`src/rtl/alu_sequencer.sv`:
```
// Multi-cycle front end for the combinational ALU: latches an accumulator-class
// request, runs a binary pass plus an optional BCD correction pass, and returns a one-cycle result pulse.
module alu_sequencer (
  input  logic       clk,
  input  logic       resetn,
  input  logic       req_valid,
  output logic       req_ready,
  input  logic [2:0] req_op,
  input  logic [7:0] req_a,
  input  logic [7:0] req_b,
  input  logic       req_c,
  input  logic       req_d,
  output logic [2:0] alu_control,
  output logic [7:0] alu_AI,
  output logic [7:0] alu_BI,
  output logic       alu_carry_in,
  input  logic [7:0] alu_Y,
  input  logic       alu_carry_out,
  input  logic       alu_overflow,
  output logic       res_valid,
  output logic [7:0] res_y,
  output logic       res_n,
  output logic       res_v,
  output logic       res_z,
  output logic       res_c,
  output logic [3:0] res_mask,
  output logic       res_wb,
  output logic [1:0] dbg_state
);

  // Handshake: a request transfers on a rising edge where req_valid & req_ready;
  // the requester holds req_valid and the operands stable until that edge.

  typedef enum logic [1:0] {S_IDLE = 2'd0, S_EXEC = 2'd1, S_DEC = 2'd2, S_DONE = 2'd3} state_t;

  localparam logic [2:0] OP_ADC = 3'b000;
  localparam logic [2:0] OP_SBC = 3'b001;
  localparam logic [2:0] OP_AND = 3'b010;
  localparam logic [2:0] OP_ORA = 3'b011;
  localparam logic [2:0] OP_EOR = 3'b100;
  localparam logic [2:0] OP_LSR = 3'b101;
  localparam logic [2:0] OP_ASL = 3'b110;
  localparam logic [2:0] OP_CMP = 3'b111;

  localparam logic [2:0] ALU_ADD = 3'b000;
  localparam logic [2:0] ALU_SR  = 3'b001;
  localparam logic [2:0] ALU_AND = 3'b010;
  localparam logic [2:0] ALU_OR  = 3'b011;
  localparam logic [2:0] ALU_XOR = 3'b100;

  state_t     state, state_nxt;
  logic [2:0] op_q;
  logic [7:0] a_q, b_q;
  logic       c_q, d_q;
  logic [7:0] r_q;
  logic       cbin_q, v_q, h_q;

  logic       is_bcd;
  logic [4:0] h_sum;
  logic [7:0] dec_adj;
  logic       dec_c;
  logic       dec_hi_hit;
  logic [7:0] fin_y;
  logic       fin_v, fin_c, fin_wb;
  logic [3:0] fin_mask;
  logic       load_res;

  assign req_ready = (state == S_IDLE);
  assign res_valid = (state == S_DONE);
  assign dbg_state = state;
  assign is_bcd    = d_q && ((op_q == OP_ADC) || (op_q == OP_SBC));

  // Half-carry of the binary pass, taken from the operands actually driven in EXEC.
  assign h_sum = {1'b0, alu_AI[3:0]} + {1'b0, alu_BI[3:0]} + {4'b0000, alu_carry_in};

  always_comb begin
    state_nxt    = state;
    alu_control  = ALU_ADD;
    alu_AI       = 8'h00;
    alu_BI       = 8'h00;
    alu_carry_in = 1'b0;
    case (state)
      S_IDLE: begin
        if (req_valid) state_nxt = S_EXEC;
      end
      S_EXEC: begin
        alu_AI = a_q;
        case (op_q)
          OP_ADC: begin alu_BI = b_q;  alu_carry_in = c_q;  end
          OP_SBC: begin alu_BI = ~b_q; alu_carry_in = c_q;  end
          OP_CMP: begin alu_BI = ~b_q; alu_carry_in = 1'b1; end
          OP_AND: begin alu_control = ALU_AND; alu_BI = b_q; end
          OP_ORA: begin alu_control = ALU_OR;  alu_BI = b_q; end
          OP_EOR: begin alu_control = ALU_XOR; alu_BI = b_q; end
          OP_LSR: alu_control = ALU_SR;
          OP_ASL: alu_BI = a_q;
          default: ;
        endcase
        state_nxt = is_bcd ? S_DEC : S_DONE;
      end
      S_DEC: begin
        alu_AI    = r_q;
        alu_BI    = dec_adj;
        state_nxt = S_DONE;
      end
      S_DONE:  state_nxt = S_IDLE;
      default: state_nxt = S_IDLE;
    endcase
  end

  // BCD correction constant; the SBC form relies on 8-bit wraparound of the sum.
  always_comb begin
    dec_hi_hit = cbin_q || (r_q > 8'h99);
    dec_adj    = 8'h00;
    dec_c      = cbin_q;
    if (op_q == OP_SBC) begin
      dec_adj = (h_q ? 8'h00 : 8'hFA) + (cbin_q ? 8'h00 : 8'hA0);
    end else begin
      dec_adj = ((h_q || (r_q[3:0] > 4'd9)) ? 8'h06 : 8'h00) + (dec_hi_hit ? 8'h60 : 8'h00);
      dec_c   = dec_hi_hit;
    end
  end

  always_comb begin
    fin_y    = alu_Y;
    fin_v    = 1'b0;
    fin_c    = 1'b0;
    fin_mask = 4'b1011;
    fin_wb   = 1'b1;
    if (state == S_DEC) begin
      fin_v    = v_q;
      fin_c    = dec_c;
      fin_mask = 4'b1111;
    end else begin
      case (op_q)
        OP_ADC, OP_SBC: begin
          fin_v    = alu_overflow;
          fin_c    = alu_carry_out;
          fin_mask = 4'b1111;
        end
        OP_CMP: begin
          fin_c  = alu_carry_out;
          fin_wb = 1'b0;
        end
        OP_AND, OP_ORA, OP_EOR: fin_mask = 4'b1010;
        default: fin_c = alu_carry_out;
      endcase
    end
  end

  assign load_res = ((state == S_EXEC) && !is_bcd) || (state == S_DEC);

  always_ff @(posedge clk or negedge resetn) begin
    if (!resetn) begin
      state    <= S_IDLE;
      op_q     <= 3'b000;
      a_q      <= 8'h00;
      b_q      <= 8'h00;
      c_q      <= 1'b0;
      d_q      <= 1'b0;
      r_q      <= 8'h00;
      cbin_q   <= 1'b0;
      v_q      <= 1'b0;
      h_q      <= 1'b0;
      res_y    <= 8'h00;
      res_n    <= 1'b0;
      res_v    <= 1'b0;
      res_z    <= 1'b0;
      res_c    <= 1'b0;
      res_mask <= 4'b0000;
      res_wb   <= 1'b0;
    end else begin
      state <= state_nxt;
      if ((state == S_IDLE) && req_valid) begin
        op_q <= req_op;
        a_q  <= req_a;
        b_q  <= req_b;
        c_q  <= req_c;
        d_q  <= req_d;
      end
      if (state == S_EXEC) begin
        r_q    <= alu_Y;
        cbin_q <= alu_carry_out;
        v_q    <= alu_overflow;
        h_q    <= h_sum[4];
      end
      if (load_res) begin
        res_y    <= fin_y;
        res_n    <= fin_y[7];
        res_v    <= fin_v;
        res_z    <= (fin_y == 8'h00);
        res_c    <= fin_c;
        res_mask <= fin_mask;
        res_wb   <= fin_wb;
      end
    end
  end

endmodule

```
`config.mk`:
```
export PLATFORM = sky130hd
export DESIGN_NAME = alu_sequencer
export DESIGN_NICKNAME = d
export VERILOG_FILES = /design/src/rtl/alu_sequencer.sv
export SDC_FILE = /design/constraint.sdc
export NUM_CORES = 1
export LEC_CHECK = 0
export CORE_UTILIZATION = 55
export CTS_CLUSTER_DIAMETER = 30
export DETAILED_ROUTE_END_ITERATION = 6
export DONT_BUFFER_PORTS = 1
export PLACE_DENSITY = 0.7
export SETUP_SLACK_MARGIN = 0.1
export SYNTH_ARGS = -nofsm -noshare
export SYNTH_HDL_FRONTEND = slang
export SYNTH_SLANG_ARGS = --single-unit
```
`constraint.sdc`:
```
create_clock -name clk -period 3.2 [get_ports clk]
set_input_delay 0.32 -clock clk [delete_from_list [all_inputs] [get_ports clk]]
set_output_delay 0.32 -clock clk [all_outputs]
set_load 0.1 [all_outputs]
```
-- Yosys cells after proc, flatten, opt, wreduce, memory -nomap -nowiden
Cells that the tools add are included.
- flip-flop bits (word level): 51
- bits in latches: 0
- memory bits (writable): 0
- ROM bits: 0
- output and inout bits: 41
- memories kept: 0
- $add $sub $neg: 4
- multipliers: 0
- divide/modulo/power cells: 0
- magnitude comparators: 2
- equal/unequal tests: 11
- shifts and indexed selects: 0
- muxes and demuxes: 24
- bitwise gates (word level): 1
- reduce and logical (&&, ||, !) cells: 15
- operators with widths (cell ; count):
    case mux 8 bit (2 select lines) ; 2
    2-to-1 mux 8 bit ; 3
    case mux 8 bit (3 select lines) ; 1
    == test 3 bit, second input constant ; 4
    case mux 3 bit (4 select lines) ; 1
    2-to-1 mux 1 bit ; 9
    2-to-1 mux 3 bit ; 3
    adder 3 x 7 -> 8 bit ; 1
    adder 8 bit ; 1
    greater-than comparator 8 bit, second input constant ; 1
    zero test 8 bit ; 1
    NOT 8 bit ; 1
    case mux 2 bit (4 select lines) ; 1
    2-to-1 mux 7 bit ; 1
    == test 3 x 2 -> 1 bit, second input constant ; 2
    case mux 3 bit (2 select lines) ; 1
    adder 4 x 4 -> 5 bit ; 1
    adder 5 x 1 -> 5 bit ; 1
    == test 2 bit, second input constant ; 2
    greater-than comparator 4 bit, second input constant ; 1
    logical OR 1 bit ; 4
    OR reduction 2 bit ; 2
    OR reduction 4 bit ; 1
    == test 3 x 1 -> 1 bit, second input constant ; 1
    9 further kinds ; 11

-- Logic depth before layout (Yosys ltp)
- depth after elaboration: 8
- mapped depth: 10

-- Worst setup path after synthesis
OpenSTA, ideal clock, no wires.
- kind: register to register
- start: register state[0] (netlist: dbg_state[0])
- end: register h_q
- setup time: 0.128 ns
- arrival time: 4.957 ns
- required time: 3.072 ns
- slack: -1.885 ns
- cell stages (with the launch flop): 9
- path buffers: 1
- cells stage by stage: dfrtp_1 ha_1 buf_2 nand2_1 o32ai_1 ha_1 a21oi_1 mux2_2 o21ai_0
- cells in the longest elaborated chain, start to end: 4
- elaborated cells on any way between the ends: 7
- RTL lines (what ; line ; text):
    start: declaration ; 51 ; state_t state, state_nxt;
    start signal: assignment ; 173 ; state <= state_nxt;
    == test 2 bit / == test 2 x 1 -> 1 bit (equally long branches) ; 82 ; case (state)
    case mux 8 bit (2 select lines) * ; 82 ;
    via alu_BI[3] ; 15 ; output logic [7:0] alu_BI,
    adder 4 x 4 -> 5 bit * ; 74 ; assign h_sum = {1'b0, alu_AI[3:0]} + {1'b0, alu_BI[3:0]} + {4'b0000, alu_carry_in};
    adder 5 x 1 -> 5 bit * ; 74 ;
    end signal: assignment ; 185 ; h_q <= h_sum[4];
    end: declaration ; 56 ; logic cbin_q, v_q, h_q;
Mark *: on every way through the listed nets, which the timed path passes. The rest lies on a longest branch.
A chain may end at the register's enable or synchronous reset.

-- Worst setup path after layout
- start: register state[1] (netlist: dbg_state[1])
- end: output port alu_BI[3]
- cells in the longest elaborated chain, start to end: 2
- elaborated cells on any way between the ends: 3
- RTL lines (what ; line):
    == test 2 bit / == test 2 x 1 -> 1 bit (equally long branches) ; 82
    case mux 8 bit (2 select lines) * ; 82
    end: declaration ; 15
Every way passes the cells marked *; elsewhere a longest branch is shown, timed or not.

==> reports/metrics.csv <==
metric,value,unit
Worst-Skew Late Latency,310,ps
die width,73.1,µm
Die Footprint,0.00535,mm²
async set-reset flop share out of synthesis,100,%
outcome,"finished, final reports clean",
final setup fails,0,
"Distinct cells, synth",45,
CP arrival,2320,ps
Area Growth Syn to Fin,24.2,%
All-Layer GR Usage,26.7,%
wire per inst,19.0,µm
input/output buffers,0,
GR Util met1,35.4,%
Sink Count,49,
mean area per synthesized cell,10.8,µm²
hpwl dp,4720,µm
instance count of the mapped netlist,257,
clock root cell,clkbuf_8,
nets,322,
fin crit period,2640,ps
hold path start,req_valid,
DRC violations left,0,
fin crit share,82.6,%
Max Cap Viol,0,
critical-path maximum fanout,9,
Hold Crit Depth,1,
final wirelength,6580,µm
total congestion overflow,0,
FILL cells,341,
met3 usage,4.83,%
clock-pin slew on the worst setup and hold paths,90,ps
crit start category,register,
R2R Path End,h_q$_DFFE_PN0N_,
top_reg_cell synth,dfrtp_1,
RSZ-0062 raised after global routing,no,
1st-pass router iterations,4,
"number of placed instances, taps included",336,
Post-synth EDFFs,0,
io pins,75,
register area share after synthesis,44.0,%
met2 usage,43.7,%
"FF+latch count, synth",49,
Syn. warnings,0,
layout cells sized above 1,36.6,%
Max Clk Rate,378,MHz
starting density of the core,58.2,%
reg2reg path depth,8,
vias in the first global route,2101,
Hold EP,dbg_state[1]$_DFFE_PN0P_,
HP Class,in2reg,
pin count of the biggest net entering global routing,50,
CP Class,reg2out,
Die Ht,73.1,µm
via count,2105,
# diodes,0,
cell taking the most area after synthesis,dfrtp_1,
ranking of synthesized cells by area,"dfrtp_1 (44%), mux2_2 (16%), ha_1 (4.5%), mux2i_1 (3.2%), o211ai_1 (2.4%)",
H-tree depth,2,
Core Area,0.00479,mm²
worst-margin pin slew,950,ps
launch point of the worst reg-to-reg path,dbg_state[1]$_DFFE_PN0P_,
"count leader, synth",dfrtp_1,
Worst slew margin,36.7,%
crit end category,output pin,
CP Data Required Time,2880,ps
Syn Std Cell Area,0.00278,mm²
Mapped Nets,301,
synth cell count leaders,"dfrtp_1 (49), mux2_2 (39), nand2_1 (15), nor2_1 (13), clkbuf_1 (11)",
clk_skew,9.07,ps
Fin. Hold Viols,0,
Non-Filler Instances,346,
CTS tree,yes,
share of the synthesized area in the top cell type,44.0,%
worst reg2reg setup slack,730,ps
worst-case clock buffer depth,2,
first-pass GRT wire length,10600,µm
Placement Rows,25,
Vias/cell,6.08,
initial antenna violation count,0,
number of routed nets with antenna violations,0,
fin. max-slew vios,0,
Routability Congestion,0.890,
CTS buffer count,5,
DRC violation total after the first TritonRoute iteration,203,
Post-CTS Setup Bufs,0,
GR peak layer,met2,
[cell usage in the layout, fill, tap and decap left out, types with 3 or more instances in the layout]
cell       n
nand3_1    3
and3_1     9
and2_1     3
mux2_2    39
nand2b_1  10
o32ai_4    5
nand2_1   15
buf_4     21
clkbuf_8   5
mux2i_1    9
buf_12    11
o211ai_1   9
nor2b_2    7
nor2_1    12
dfrtp_1   47
o21ai_0    6
a21oi_1    4
ha_1      10
a22oi_1    8
inv_1      5
[cell families (layout without fill, tap and decap cells)]
logic type | count (synthesis) | in the layout | synth area share [%]
xor gates and xnor gates | 1 | 1 | 0.315
and+or+nand+nor | 73 | 73 | 14.1
DFF | 49 | 49 | 44.0
adders and majority gates | 10 | 10 | 4.49
AOI/OAI and AO/OA | 49 | 49 | 12.9
buffers and inverters | 25 | 47 | 4.31
muxes | 50 | 50 | 19.8
[metal layers]
metal,part of all wire [%],up-vias
met5,0,-
met1,44,1057
met2,49,68
met3,5.3,12
met4,1.8,0
li1,-,968
[worst max path at each step]
stage	slack, ps	to	startpoint	depth (start not counted)
floorplan	-370	h_q$_DFFE_PN0N_	dbg_state[0]$_DFFE_PN0P_	8
global placement	890	h_q$_DFFE_PN0N_	dbg_state[0]$_DFFE_PN0P_	9
detailed placement	800	h_q$_DFFE_PN0N_	dbg_state[0]$_DFFE_PN0P_	9
CTS	590	alu_BI[3]	dbg_state[0]$_DFFE_PN0P_	6
global route	480	alu_BI[3]	dbg_state[1]$_DFFE_PN0P_	5
finish	560	alu_BI[3]	dbg_state[1]$_DFFE_PN0P_	5
[critical path, cell delays in order (launching register included)]
cell and delay, ps:
dfrtp_1 350, buf_4 300, ha_1 410, nand3_1 360, o32ai_4 240, buf_4 340
[through the flow]
| stage | hold slack (ps) | TNS, ps | area (µm²) | worst slack, ps | util, % |
|---|---|---|---|---|---|
| floorplan | 24.4 | -1560 | 2900 | -371 | - |
| detailed placement | 25.8 | 0 | 3310 | 796 | 69.1 |
| global placement | 25.9 | 0 | 3310 | 893 | 69.1 |
| CTS | 77.3 | 0 | 3460 | 592 | 72.2 |
| finish | 81.7 | 0 | 3460 | 557 | 72.2 |
| global route | 80.6 | 0 | 3460 | 477 | 72.2 |
[layout make-up]
| type | instances | area [µm²] | area share (%) |
|---|---|---|---|
| Clock buffer | 6 | 72.6 | 2.10 |
| Clock inverter | 2 | 38.8 | 1.12 |
| Inverter | 5 | 18.8 | 0.543 |
| Multi-Input combinational cell | 183 | 1600 | 46.3 |
| Sequential cell | 49 | 1230 | 35.5 |
| Tap cell | 67 | 83.8 | 2.42 |
| Timing Repair Buffer | 34 | 415 | 12.0 |
[state kept, by name (all words and copies together) (netlist names)]
| signal | flops |
|---|---|
| res_v | 1 |
| r_q | 8 |
| a_q | 8 |
| dbg_state | 2 |
| d_q | 1 |
| v_q | 1 |
| op_q | 3 |
| c_q | 1 |
| res_mask | 3 |
| b_q | 8 |
| res_y | 8 |
| cbin_q | 1 |
| res_wb | 1 |
| res_z | 1 |
| res_c | 1 |
| h_q | 1 |
[timing repair]
| action | CTS | global route |
|---|---|---|
| endpoints found under the hold margin | 49 | 0 |
| hold buffers | 2 | 0 |
| resized for setup | 0 | 0 |
| setup endpoints to repair | 0 | 0 |
Power is not shown: default switching activity piles up to over one toggle a cycle in this logic, so the estimate is an artifact.
